--- src/rtl/cpu_pkg.sv ---
// Shared constants for the 8-bit single-cycle CPU: datapath widths and ALU opcodes.
package cpu_pkg;

    localparam int DATA_W     = 8;
    localparam int REG_COUNT  = 8;
    localparam int REG_ADDR_W = 3;
    localparam int ALU_OP_W   = 3;

    localparam logic [ALU_OP_W-1:0] ALU_FWD = 3'b000;
    localparam logic [ALU_OP_W-1:0] ALU_ADD = 3'b001;
    localparam logic [ALU_OP_W-1:0] ALU_AND = 3'b010;
    localparam logic [ALU_OP_W-1:0] ALU_OR  = 3'b011;

endpackage

--- src/rtl/regfile_alu_core_if.sv ---
// Bus between control/operand-select logic (master) and the register-file/ALU core (slave).
interface regfile_alu_core_if;
    import cpu_pkg::*;

    logic [DATA_W-1:0]     WRITEDATA;
    logic [REG_ADDR_W-1:0] WRITEREG;
    logic                  WRITEENABLE;
    logic [REG_ADDR_W-1:0] READREG1;
    logic [REG_ADDR_W-1:0] READREG2;
    logic [DATA_W-1:0]     OPERAND2;
    logic [ALU_OP_W-1:0]   ALUOP;
    logic [DATA_W-1:0]     REGOUT1;
    logic [DATA_W-1:0]     REGOUT2;
    logic [DATA_W-1:0]     ALURESULT;
    logic                  ZERO;

    modport master (
        output WRITEDATA, WRITEREG, WRITEENABLE, READREG1, READREG2, OPERAND2, ALUOP,
        input  REGOUT1, REGOUT2, ALURESULT, ZERO
    );

    modport slave (
        input  WRITEDATA, WRITEREG, WRITEENABLE, READREG1, READREG2, OPERAND2, ALUOP,
        output REGOUT1, REGOUT2, ALURESULT, ZERO
    );

endinterface

--- src/rtl/regfile_alu_core_alu.sv ---
// Combinational 8-bit ALU: forward, add (mod 256), and, or; reserved opcodes yield 0x00.
// REGFILE_ALU_SIM_DELAY_EN adds simulation-only result delays (#1 logic/forward, #2 add).
module core_alu
    import cpu_pkg::*;
(
    input  logic [DATA_W-1:0]   op1,
    input  logic [DATA_W-1:0]   op2,
    input  logic [ALU_OP_W-1:0] alu_op,
    output logic [DATA_W-1:0]   result,
    output logic                zero
);

    logic [DATA_W-1:0] fwd_res;
    logic [DATA_W-1:0] add_res;
    logic [DATA_W-1:0] and_res;
    logic [DATA_W-1:0] or_res;

`ifdef REGFILE_ALU_SIM_DELAY_EN
    assign #1 fwd_res = op2;
    assign #2 add_res = op1 + op2;
    assign #1 and_res = op1 & op2;
    assign #1 or_res  = op1 | op2;
`else
    assign fwd_res = op2;
    assign add_res = op1 + op2;
    assign and_res = op1 & op2;
    assign or_res  = op1 | op2;
`endif

    always_comb begin
        result = '0;
        case (alu_op)
            ALU_FWD: result = fwd_res;
            ALU_ADD: result = add_res;
            ALU_AND: result = and_res;
            ALU_OR:  result = or_res;
            default: result = '0;
        endcase
    end

    assign zero = (result == '0);

endmodule

--- src/rtl/regfile_alu_core.sv ---
// Execution core: 8x8 register file (two combinational reads, one clocked write) feeding core_alu.
// REGFILE_ALU_SIM_DELAY_EN adds simulation-only delays on reads (#2), writes (#1) and reset clear (#1).
module regfile_alu_core
    import cpu_pkg::*;
(
    input  logic             CLK,
    input  logic             RESET_N,
    regfile_alu_core_if.slave bus
);

    logic [REG_COUNT-1:0][DATA_W-1:0] reg_file;

    // One flop bank per register so the asynchronous clear hits all of them at once.
    genvar gi;
    generate
        for (gi = 0; gi < REG_COUNT; gi++) begin : g_reg
            localparam logic [REG_ADDR_W-1:0] REG_IDX = REG_ADDR_W'(gi);
            logic [DATA_W-1:0] data_reg;

            always_ff @(posedge CLK or negedge RESET_N) begin
`ifdef REGFILE_ALU_SIM_DELAY_EN
                if (!RESET_N)
                    data_reg <= #1 '0;
                else if (bus.WRITEENABLE && (bus.WRITEREG == REG_IDX))
                    data_reg <= #1 bus.WRITEDATA;
`else
                if (!RESET_N)
                    data_reg <= '0;
                else if (bus.WRITEENABLE && (bus.WRITEREG == REG_IDX))
                    data_reg <= bus.WRITEDATA;
`endif
            end

            assign reg_file[gi] = data_reg;
        end
    endgenerate

    // No write-through bypass: a read of the register being written shows the old value until the edge.
`ifdef REGFILE_ALU_SIM_DELAY_EN
    assign #2 bus.REGOUT1 = reg_file[bus.READREG1];
    assign #2 bus.REGOUT2 = reg_file[bus.READREG2];
`else
    assign bus.REGOUT1 = reg_file[bus.READREG1];
    assign bus.REGOUT2 = reg_file[bus.READREG2];
`endif

    core_alu u_alu (
        .op1    (bus.REGOUT1),
        .op2    (bus.OPERAND2),
        .alu_op (bus.ALUOP),
        .result (bus.ALURESULT),
        .zero   (bus.ZERO)
    );

endmodule

--- src/flat_wrapper.sv ---
// flat-port wrapper written by rule: the top's interface ports become plain ports
module regfile_alu_core_flat import cpu_pkg::*;
  (CLK, RESET_N, bus_WRITEDATA, bus_WRITEREG, bus_WRITEENABLE, bus_READREG1, bus_READREG2, bus_OPERAND2, bus_ALUOP, bus_REGOUT1, bus_REGOUT2, bus_ALURESULT, bus_ZERO);
  regfile_alu_core_if bus_i ();
  input  logic CLK;
  input  logic RESET_N;
  input wire logic [$bits(bus_i.WRITEDATA)-1:0] bus_WRITEDATA;
  input wire logic [$bits(bus_i.WRITEREG)-1:0] bus_WRITEREG;
  input wire logic [$bits(bus_i.WRITEENABLE)-1:0] bus_WRITEENABLE;
  input wire logic [$bits(bus_i.READREG1)-1:0] bus_READREG1;
  input wire logic [$bits(bus_i.READREG2)-1:0] bus_READREG2;
  input wire logic [$bits(bus_i.OPERAND2)-1:0] bus_OPERAND2;
  input wire logic [$bits(bus_i.ALUOP)-1:0] bus_ALUOP;
  output wire logic [$bits(bus_i.REGOUT1)-1:0] bus_REGOUT1;
  output wire logic [$bits(bus_i.REGOUT2)-1:0] bus_REGOUT2;
  output wire logic [$bits(bus_i.ALURESULT)-1:0] bus_ALURESULT;
  output wire logic [$bits(bus_i.ZERO)-1:0] bus_ZERO;
  assign bus_i.WRITEDATA = bus_WRITEDATA;
  assign bus_i.WRITEREG = bus_WRITEREG;
  assign bus_i.WRITEENABLE = bus_WRITEENABLE;
  assign bus_i.READREG1 = bus_READREG1;
  assign bus_i.READREG2 = bus_READREG2;
  assign bus_i.OPERAND2 = bus_OPERAND2;
  assign bus_i.ALUOP = bus_ALUOP;
  assign bus_REGOUT1 = bus_i.REGOUT1;
  assign bus_REGOUT2 = bus_i.REGOUT2;
  assign bus_ALURESULT = bus_i.ALURESULT;
  assign bus_ZERO = bus_i.ZERO;
  regfile_alu_core u_core (.CLK(CLK), .RESET_N(RESET_N), .bus(bus_i));
endmodule
--- config.mk ---
export PLATFORM = sky130hd
export DESIGN_NAME = regfile_alu_core_flat
export DESIGN_NICKNAME = d
export VERILOG_FILES = /design/src/rtl/cpu_pkg.sv /design/src/rtl/regfile_alu_core_if.sv /design/src/rtl/regfile_alu_core_alu.sv /design/src/rtl/regfile_alu_core.sv /design/src/flat_wrapper.sv
export SDC_FILE = /design/constraint.sdc
export NUM_CORES = 1
export LEC_CHECK = 0
export ABC_AREA = 1
export BUFFER_PORTS_ARGS = -buffer_cell sky130_fd_sc_hd__buf_2
export CORE_MARGIN = 3
export CORE_UTILIZATION = 63
export CTS_CLUSTER_DIAMETER = 60
export DETAILED_ROUTE_END_ITERATION = 10
export PLACE_DENSITY = 0.86
export SETUP_SLACK_MARGIN = 0.5
export SLEW_MARGIN = 40
export SYNTH_ARGS = -nofsm -noshare
export SYNTH_HDL_FRONTEND = slang
export SYNTH_SLANG_ARGS = --single-unit
--- constraint.sdc ---
create_clock -name CLK -period 4 [get_ports CLK]
set_clock_uncertainty 0.05 [all_clocks]
set_input_delay 0.4 -clock CLK [delete_from_list [all_inputs] [get_ports CLK]]
set_output_delay 0.4 -clock CLK [all_outputs]
set_load 0.02 [all_outputs]
[Word-level counts from Yosys, hierarchy flattened]
Cells that the tools add are included.
Storage, ports and cells
  bits of input ports: 31
  logic and storage cells: 39
  output and inout port bits: 25
  flip-flop bits (word level): 64
Operators by class
  eq/ne operators: 10
  order comparisons: 2
  bitwise logic cells: 2
  reduce and logical (&&, ||, !) cells: 11
  multiplexer cells: 5
  $add $sub $neg: 1
Operators with widths (count)
  $bmux 8 s3: 2
  $pmux 8 s4: 1
  $mux 8: 2
  $eq 3x2->1 const B: 4
  $eq 3x3->1 const B: 4
  $add 8x8->8: 1
  $and 8x8->8: 1
  $logic_and 1x1->1: 8
  $logic_not 8->1: 1
  $lt 3x4->1 const B: 2
  $or 8x8->8: 1
  $eq 3x1->1 const B: 2
  $logic_not 3->1: 2

[Longest topological paths before layout]
  word-level depth: 5
  gate-level depth with buffers: 19
  mapped depth without buffers: 18

[Cells and area by module]
A second synthesis with hierarchy kept.
Second synthesis, totals
  cells, all modules: 747
  area, all modules: 4645.7 um^2
By module, submodules not included
  regfile_alu_core: seq. area each 1601.5 um^2, cells each 589, area an instance 3802.4 um^2, times used 1
  core_alu: seq. area each 0.0 um^2, cells each 158, area an instance 843.3 um^2, times used 1

[Worst setup path after synthesis]
OpenSTA, ideal clock, no wires.
  path type: input-to-output
  start: input port bus_READREG1[0]
  end: output port bus_ZERO
  required time: 3.550 ns
  data arrival time: 2.970 ns
  slack: 0.580 ns
  stages on the path: 19
  path through: buf_4 buf_6 a21oi_1 o21ai_0 o21ai_1 nand2_1 o21ai_1 ha_1 inv_1 fa_1 inv_1 nand2_1 nand2_1 nand3_1 nand3_1 nand2_1 nor2_1 nand3_1 nor2_1
On the way
  cells in the longest elaborated chain, start to end: 5
  elaborated cells between the ends (all ways): 7
RTL lines
  start, declared: RTL line flat_wrapper.sv:10  | input wire logic [$bits(bus_i.READREG1)-1:0] bus_READREG1;
  $bmux 8 s3: RTL line regfile_alu_core.sv:43  | assign bus.REGOUT1 = reg_file[bus.READREG1];
  $mux 8 (implied by the code): RTL line regfile_alu_core.sv:43
  net bus_REGOUT1[0]: RTL line flat_wrapper.sv:14  | output wire logic [$bits(bus_i.REGOUT1)-1:0] bus_REGOUT1;
  $add 8x8->8: RTL line regfile_alu_core_alu.sv:25  | assign add_res = op1 + op2;
  $pmux 8 s4: RTL line regfile_alu_core_alu.sv:32  | case (alu_op)
  net bus_ALURESULT[4]: RTL line flat_wrapper.sv:16  | output wire logic [$bits(bus_i.ALURESULT)-1:0] bus_ALURESULT;
  $logic_not 8->1: RTL line regfile_alu_core_alu.sv:41  | assign zero = (result == '0);
  end, declared: RTL line flat_wrapper.sv:17  | output wire logic [$bits(bus_i.ZERO)-1:0] bus_ZERO;
The timed path passes the listed nets, and every way through them passes these cells. The select of a mux whose other input is x is not followed.

[Final worst setup path]
  start: register u_core.g_reg[5].data_reg[0]
  end: output port bus_ZERO
On the way
  cells in the longest elaborated chain, start to end: 5
  elaborated cells between the ends (all ways): 7
RTL lines
  start, declared: RTL line regfile_alu_core.sv:18  | logic [DATA_W-1:0] data_reg;
  start signal, assigned: RTL line regfile_alu_core.sv:30  | data_reg <= bus.WRITEDATA;
  $bmux 8 s3 (*): RTL line regfile_alu_core.sv:43
  $mux 8 (implied by the code) (*): RTL line regfile_alu_core.sv:43
  $add 8x8->8, or another cell as far along: RTL line regfile_alu_core_alu.sv:25
  $pmux 8 s4 (*): RTL line regfile_alu_core_alu.sv:32
  $logic_not 8->1 (*): RTL line regfile_alu_core_alu.sv:41
Every way passes the cells marked *; elsewhere a longest branch is shown, timed or not. The select of a mux whose other input is x is not followed.

==> metrics.yaml <==
floorplanning:
  fp.dieArea_sq_um: 7730
  die_w_um: 87.9
  rows: 29
  dieHeight_um: 87.9
  io-pin-count: 56
  start_util_pct: 65.8
  core_sq_um: 6420
placed_design:
  place_hpwl_um: 8410
  io_buffer_count: 55
  pre_cts_slack_ns: 0.354
  placed_cells: 717
  gp_congestion: 0.961
route:
  antenna_left: 0
  first_pass_iters: 5
  drt-total-wl_um: 12200
  avgRoutedWirePerCell_um: 16.5
  drt_iter0_markers: 650
  route.vias.total: 4563
  via_per_inst: 6.17
  drc: 0
pwr:
  p_per_area_nw_per_um2: 448
  leakage_nw: 2.46
  ir_worst_vdd_uv: 336
clock_tree:
  htreeDepth: 3
  cts_root_buf: "clkbuf_8"
  cts_sinks: 64
  path_clk_slew_ns: 0.08
  cts_buffers: 9
  clkLatencyLatePin_ns: 0.35
  clock_path_buffers: 2
  tritoncts: "built"
timing:
  slew_violations: 0
  setup_violations: 0
  worstMarginPinSlew_ns: 0.676
  fin_tns_setup_ns: 0
  min_period_over_period_pct: 83.6
  clock.fmax_mhz: 299
  period_needed_ns: 3.34
  finalHoldViolCount: 4
  hold_slack_ns: -0.00274
  relSlewSlack_pct: 54.8
  worst_slack_ns: 0.655
  grt_setup_unrepaired: "false"
cells_and_area:
  post-route-util_pct: 75.2
  area_growth_pct: 14.2
  layout-drive-gt1-share_pct: 16.6
  final_common_cell: "nand2_1"
  largest_register_ffs: 64
  fill_cells: 503
  antennaDiodeCount: 0
  nets: 706
  fin_cells: 740
  layout_common_cells: "nand2_1, o21ai_0, inv_1, dfrtp_1, o21ai_1"
global_routing:
  grt_pass1_wl_um: 19500
  grt_pass1_vias: 4132
  grt_max_degree: 47
  antenna_found_initial: 0
  grt_use_total_pct: 32.6
  gr-total-overflow: 0
synth:
  mappedNetlistArea_sq_um: 4230
  synth-async-reset-ratio_pct: 100
  yosys_most_used_dff: "dfrtp_1"
  synth-compound-area-share_pct: 26.3
  netlist_instances: 611
  synth_warnings: 0
  syn-num-nets: 659
  yosysTopAreaCell: "dfrtp_1"
  synth_adder_area_share_pct: 5.21
  syn_avg_cell_area_sq_um: 6.92
  ys_seq_area_share_pct: 37.9
  synthSimpleGateAreaFrac_pct: 19.5
  synth_xor_area_share_pct: 0
  synth_seq_cells: 64
  synth-edff-count: 0
  synth_top_family_by_area: "compound AO/OA/AOI/OAI gates"
  ys_top_cells_by_area: "dfrtp_1, o21ai_0, nand2_1"
  synth_mux_area_share_pct: 0
  synth_cell_types: 28
  yosysTopAreaCellShare_pct: 37.9
outcome:
  violations: "hold timing"
  status: "finished with violations"
worst_setup_path:
  critPathLaunchType: "register"
  worstSetupPathType: "reg2out"
  reg2regPathDepth: 2
  r2r_slack_ns: 3.20
  path_max_fanout: 3
  r2r_end: "u_core.g_reg[4].data_reg[5]"
  required_ns: 3.55
  r2r-start: "u_core.g_reg[4].data_reg[5]"
  worstPathArrival_ns: 2.89
  crit_path_end_kind: "output port"
run:
  max_cap_viol_count: 0
min_path:
  hold_class: "in2async"
kinds of logic (layout without fill, tap and decap cells):
kind of cell / Yosys count / after routing
AO/OA/AOI/OAI: 215 / 215
buffers and inverters: 116 / 168
adder cells (fa/ha/maj): 17 / 17
flip-flops: 64 / 64
AND/OR/NAND/NOR: 199 / 199
metal layers:
metal / global-route usage, % / vias to the layer above / share of wire [%]
met3: 6.49 / 41 / 10
met2: 53.5 / 285 / 48
met4: 13.1 / 0 / 3.2
li1: - / 2113 / -
met1: 42.6 / 2124 / 39
met5: 0 / - / 0
report_power, final:
part	internal, W	switching, W	total [W]
registers	0.000770	0.0000905	0.000861
clock network	0.000415	0.000271	0.000686
logic	0.000219	0.000396	0.000615
final cells by class:
class                   count  area (sq um)  share of cell area (%)
inverters                  87           329                    6.81
clock buffers               9           124                    2.56
well taps                  77          96.3                    1.99
repair buffers             65           364                    7.54
clock inverters             7           120                    2.49
flip-flops and latches     64          1600                    33.2
multi-input cells         431          2190                    45.4
synth_stat cells, types with 2 or more instances:
master    count
dfrtp_1      64
buf_6         2
inv_1        75
o22ai_1       4
nor3_2        2
ha_1         16
clkbuf_1     15
a21oi_1      36
o211ai_1      8
nand3b_1      2
o21ai_1      58
a31oi_1       8
nor2_1       52
nand2_1     116
o21ai_0     100
nand3_1      18
buf_2        10
inv_2        12
nand4_1       4
per-stage QoR:
step	power (W)	area, sq um
CTS	0.00212	4740
global placement	0.00141	4480
global route	0.00228	4830
floorplan	0.00126	4230
finish	0.00216	4830
detailed placement	0.00144	4490
critical path, stage by stage, from the launching register on:
cell and delay (ns):
dfrtp_1 0.37, inv_2 0.05, a21oi_2 0.12, o21ai_1 0.07
o21ai_1 0.09, inv_1 0.06, o21ai_2 0.17, ha_2 0.23
inv_1 0.05, fa_2 0.51, o21ai_0 0.08, nor2_1 0.17
nand3_1 0.11, nor2_1 0.11, nand3_1 0.10, nor2_1 0.11
buf_4 0.14
worst max-delay path by stage:
stage / end / start
global placement: bus_ZERO / bus_READREG1[0]
CTS: bus_ZERO / bus_READREG1[0]
floorplan: bus_ZERO / bus_READREG1[0]
finish: bus_ZERO / u_core.g_reg[5].data_reg[0]
detailed placement: bus_ZERO / bus_READREG1[0]
global route: bus_ZERO / u_core.g_reg[5].data_reg[0]
what timing repair did:
action                                  CTS  global route
pin swaps                                 0             6
hold buffers                              0             0
setup buffers                             0             7
endpoints found under the setup margin    1             2
resized for setup                         3            14
Power figures use the tool's default switching activity.
